## config.mk

```make
export PLATFORM = sky130hd
export DESIGN_NAME = mem_arbiter
export DESIGN_NICKNAME = d
export VERILOG_FILES = /design/src/rtl/mem_arbiter.sv
export SDC_FILE = /design/constraint.sdc
export NUM_CORES = 1
export LEC_CHECK = 0
export ABC_AREA = 1
export CORE_MARGIN = 2
export CORE_UTILIZATION = 26
export CTS_CLUSTER_DIAMETER = 30
export DETAILED_ROUTE_END_ITERATION = 10
export PLACE_DENSITY = 0.63
export SETUP_SLACK_MARGIN = 0.05
export SYNTH_ARGS = -nofsm -noshare
export SYNTH_HDL_FRONTEND = slang
export SYNTH_SLANG_ARGS = --single-unit
```

## constraint.sdc

```tcl
create_clock -name clk -period 1.2 [get_ports clk]
set_clock_uncertainty 0.2 [all_clocks]
set_input_delay 0.3 -clock clk [delete_from_list [all_inputs] [get_ports clk]]
set_output_delay 0.3 -clock clk [all_outputs]
set_load 0.02 [all_outputs]
```

## src/rtl/mem_arbiter.sv

```systemverilog
// mem_arbiter: two-requester round-robin arbiter for a single shared memory.
//
// Each transaction is IDLE (arbitrate and latch the command), ACCESS (drive
// the memory for one cycle), then RESP (single-cycle ack to the owner).
//
// Ports:
//   clk, rst            clock (rising edge), asynchronous active-low reset
//   m0_* / m1_*         requester 0 (CPU) and requester 1 (loader/DMA):
//                       req, wr, addr, wdata in; ack pulse, registered rdata out
//   mem_addr/wdata/wr   shared memory command (addr/wdata hold outside ACCESS)
//   mem_rdata           combinational read data from the memory
//   busy                high whenever the FSM is not IDLE
//   owner               ID of the latched requester
module mem_arbiter #(
  parameter int DATA_WIDTH = 16,
  parameter int ADDR_WIDTH = 8
) (
  input  logic                  clk,
  input  logic                  rst,
  input  logic                  m0_req,
  input  logic                  m0_wr,
  input  logic [ADDR_WIDTH-1:0] m0_addr,
  input  logic [DATA_WIDTH-1:0] m0_wdata,
  output logic                  m0_ack,
  output logic [DATA_WIDTH-1:0] m0_rdata,
  input  logic                  m1_req,
  input  logic                  m1_wr,
  input  logic [ADDR_WIDTH-1:0] m1_addr,
  input  logic [DATA_WIDTH-1:0] m1_wdata,
  output logic                  m1_ack,
  output logic [DATA_WIDTH-1:0] m1_rdata,
  output logic [ADDR_WIDTH-1:0] mem_addr,
  output logic [DATA_WIDTH-1:0] mem_wdata,
  output logic                  mem_wr,
  input  logic [DATA_WIDTH-1:0] mem_rdata,
  output logic                  busy,
  output logic                  owner
);

  typedef enum logic [1:0] {
    IDLE   = 2'd0,
    ACCESS = 2'd1,
    RESP   = 2'd2
  } state_t;

  state_t state, state_nxt;

  logic lat_wr;      // latched write/read select of the owner
  logic last_grant;  // requester granted most recently (reset 1: m0 wins first tie)
  logic grant_id;    // requester that would win arbitration this cycle
  logic take;        // accept a new command in IDLE

  always_ff @(posedge clk or negedge rst) begin
    if (!rst) state <= IDLE;
    else      state <= state_nxt;
  end

  // mem_wr and the acks are decoded from the state register so that an
  // asynchronous reset drops them immediately, even mid-ACCESS.
  always_comb begin
    state_nxt = state;
    take      = 1'b0;
    mem_wr    = 1'b0;
    m0_ack    = 1'b0;
    m1_ack    = 1'b0;
    busy      = 1'b1;
    // Tie goes to whoever was not granted last; otherwise the lone requester.
    grant_id  = (m0_req && m1_req) ? ~last_grant : m1_req;
    case (state)
      IDLE: begin
        busy = 1'b0;
        if (m0_req || m1_req) begin
          take      = 1'b1;
          state_nxt = ACCESS;
        end
      end
      ACCESS: begin
        mem_wr    = lat_wr;
        state_nxt = RESP;
      end
      RESP: begin
        m0_ack    = ~owner;
        m1_ack    = owner;
        state_nxt = IDLE;
      end
      default: state_nxt = IDLE;
    endcase
  end

  always_ff @(posedge clk or negedge rst) begin
    if (!rst) begin
      owner      <= 1'b0;
      lat_wr     <= 1'b0;
      mem_addr   <= '0;
      mem_wdata  <= '0;
      last_grant <= 1'b1;
      m0_rdata   <= '0;
      m1_rdata   <= '0;
    end else begin
      if (take) begin
        owner <= grant_id;
        if (grant_id) begin
          lat_wr    <= m1_wr;
          mem_addr  <= m1_addr;
          mem_wdata <= m1_wdata;
        end else begin
          lat_wr    <= m0_wr;
          mem_addr  <= m0_addr;
          mem_wdata <= m0_wdata;
        end
      end
      // End of ACCESS == entry to RESP: record the grant, capture read data.
      if (state == ACCESS) begin
        last_grant <= owner;
        if (!lat_wr) begin
          if (owner) m1_rdata <= mem_rdata;
          else       m0_rdata <= mem_rdata;
        end
      end
    end
  end

endmodule

```

==> metrics.txt <==
status=finished with violations; failing checks=setup timing; R2R depth=9; # port buffers=130; CP endpoint=mem_wr; critical path peak fanout=4; number of placement rows=39; setup TNS=-29,060 ps; DPL Wire Length=5990 um; Pwr Density=about 2700 mW/mm2; Final Cycle Share=135%; All-Layer GR Usage=15.8%; post-synth net total=425; clock sink count=61; initial DRC count=101; Synth warnings=0; Final Wtd Congestion=roughly 0.8; Netlist cell types=22; DRT Pass-1 Iters=4; Hold Path Class=input pin to asynchronous set/reset pin; final instance count without filler cells=712; CTS tree=yes; RR Endpoint=m1_rdata[9]; initial antenna violation count=0; Final setup viols=122; Synth Area per Inst=8.52 um2; crit path time final=1620 ps; Clock Tree Buf Depth=2; die area=0.0125 mm2; leakage=3.06 nW; first-pass GRT wire length=~16,000 um; Top Layer Used=met4; Worst EP arrival=between 1000 and 1500 ps; Worst Tran Pin Value=296 ps; Netlist Area Pre-Place=0.00302 mm2; Peak VDD IR=0.00151 V; placed insts=~650; die height=112 um; pin count of the biggest net entering global routing=34; Final nets=between 600 and 700; # fillers=1,019; worst-skew pair later-pin latency=320 ps; Worst Setup SP=state[1]; final-report hold violation count=0; RSZ-0062 raised after global routing=yes; synthesized netlist cell count=355; root buf cell=clkbuf_16; crit start category=flip-flop; Post-Route WL=roughly 9900 um; WHS=between 300 and 400 ps; vias in the first global route=3,290; routed len/inst=14.0 um; met3 wire len=628 um; clk slew on worst S/H paths=50 ps; Ports=between 100 and 150; FF-to-FF Start=state[0]; antenna viol nets, final=0; dpl ws=-617 ps; CP Capture Type=primary output; Layout area overhead=98.7%; fmax=~620 MHz; sequential fraction of the synthesis area=50.5%; Final WS setup=-420 ps; max-cap viol count=0; die width=112 um; Core ar.=between 0.01 and 0.015 mm2; Final Max Slew Viols=0; detailed-routed wire length on met2=4970 um; reg-to-reg slack, setup=-400 ps; wl on met1=around 4000 um; H-tree depth=3; n_diodes=0; total global routing overflow=0; DR DRC count=0; Crit Path Class=flip-flop to primary output; Required @ worst endpoint=700 ps; max_slew headroom=around four fifths; Starting Density=26.6%; layout cells sized above 1=45.5%; via count=3,116; vias per cell=4.38; Num CTS Buffers=9; Yosys reg bits=61
==> how the worst min path moves through the flow <==
stage	start	to	slack, ps	depth (start not counted)
6_report	rst	mem_wdata[8]	300	3
5_1_grt	mem_wdata[6]	mem_wdata[6]	320	2
4_1_cts	mem_wdata[10]	mem_wdata[10]	300	2
3_5_place_dp	rst	mem_addr[5]	110	2
3_3_place_gp	rst	mem_addr[5]	120	2
2_1_floorplan	rst	lat_wr	-200	0
==> flip-flops by register name (all words and copies together) (netlist names) <==
register	cells
lat_wr	1
mem_addr	8
m0_rdata	16
state	2
m1_rdata	16
mem_wdata	16
owner	1
last_grant	1
==> critical path, cell delays in order (launching register included) <==
cell and delay (ps):
dfrtp_1 380, inv_2 120, and3_4 190, buf_6 110
==> cell usage after synthesis <==
| cell | count | area (um2) |
|---|---|---|
| o21ai_4 | 1 | 16.3 |
| dfstp_2 | 1 | 26.3 |
| inv_2 | 1 | 3.75 |
| nor2_4 | 1 | 11.3 |
| buf_6 | 11 | 124 |
| clkbuf_1 | 1 | 3.75 |
| nand2_4 | 4 | 45.0 |
| buf_4 | 1 | 7.51 |
| nor2_8 | 1 | 20.0 |
| o21ai_2 | 32 | 280 |
| nand2_2 | 1 | 6.26 |
| dfrtp_1 | 60 | 1500 |
| a21oi_1 | 1 | 5.00 |
| nand3_1 | 50 | 250 |
| nor2_1 | 4 | 15.0 |
| inv_1 | 68 | 255 |
| buf_2 | 4 | 20.0 |
| and3_1 | 1 | 6.26 |
| o21ai_0 | 1 | 5.00 |
| nand2_1 | 108 | 405 |
| nor3_1 | 2 | 10.0 |
| nor2_2 | 1 | 6.26 |
==> stage by stage <==
step / cell area [um2] / power (mW) / utilization, %
6_report: 6010 / 16.4 / 52.9
5_1_grt: 6010 / 17.3 / 52.9
4_1_cts: 5870 / 16.0 / 51.7
3_5_place_dp: 4790 / 10.9 / 42.1
3_3_place_gp: 4790 / 10.8 / 42.1
2_1_floorplan: 3100 / 7.49 / -
==> power by group <==
part	total (mW)	switching (mW)	internal [mW]	leakage (nW)
clock network	2.58	0.881	1.70	0.147
logic	9.78	4.59	5.19	2.17
registers	4.02	0.888	3.13	0.739
total	16.4	6.35	10.0	3.06
==> logic make-up after synthesis <==
logic type / Yosys count / synth area share, %
AOI/OAI and AO/OA: 35 / 10.1
buffers and inverters: 86 / 13.7
DFF: 61 / 50.5
and+or+nand+nor: 173 / 25.7
==> routing by layer <==
| metal | vias up | global-route usage (%) |
|---|---|---|
| li1 | 1507 | - |
| met4 | 0 | 7.33 |
| met1 | 1455 | 18.6 |
| met2 | 129 | 27.1 |
| met3 | 25 | 4.14 |
| met5 | - | 0 |
==> layout make-up <==
cell class              instances  area [um2]  share of cell area (%)
clock inverters                 4        47.5                   0.791
repair buffers                214        2290                    38.2
well taps                     143         179                    2.98
flip-flops and latches         61        1530                    25.5
multi-input cells             210        1450                    24.1
clock buffers                  11         253                    4.21
inverters                      69         259                    4.31
==> cell usage in the layout (no fill, tap or decap), types with 5 or more instances in the layout <==
master,synthesis,final
buf_12,0,11
buf_16,0,5
buf_4,1,59
buf_6,11,66
clkbuf_16,0,10
clkdlybuf4s50_1,0,68
dfrtp_1,60,58
inv_1,68,66
nand2_1,108,77
nand2_2,1,6
nand2_4,4,27
nand3_1,50,38
nand3_2,0,12
nor2_4,1,6
o21ai_2,32,32
==> timing repair <==
item | 4_1_cts | 5_1_grt
buffers inserted | 24 | 22
hold buffers | 1 | 0
pin swaps | 23 | 8
endpoints found under the hold margin | 61 | 0
setup endpoints to repair | 122 | 122
gates resized for setup | 438 | 8
cloned | 8 | 2
Note: power is estimated with default switching activity, not from simulation.
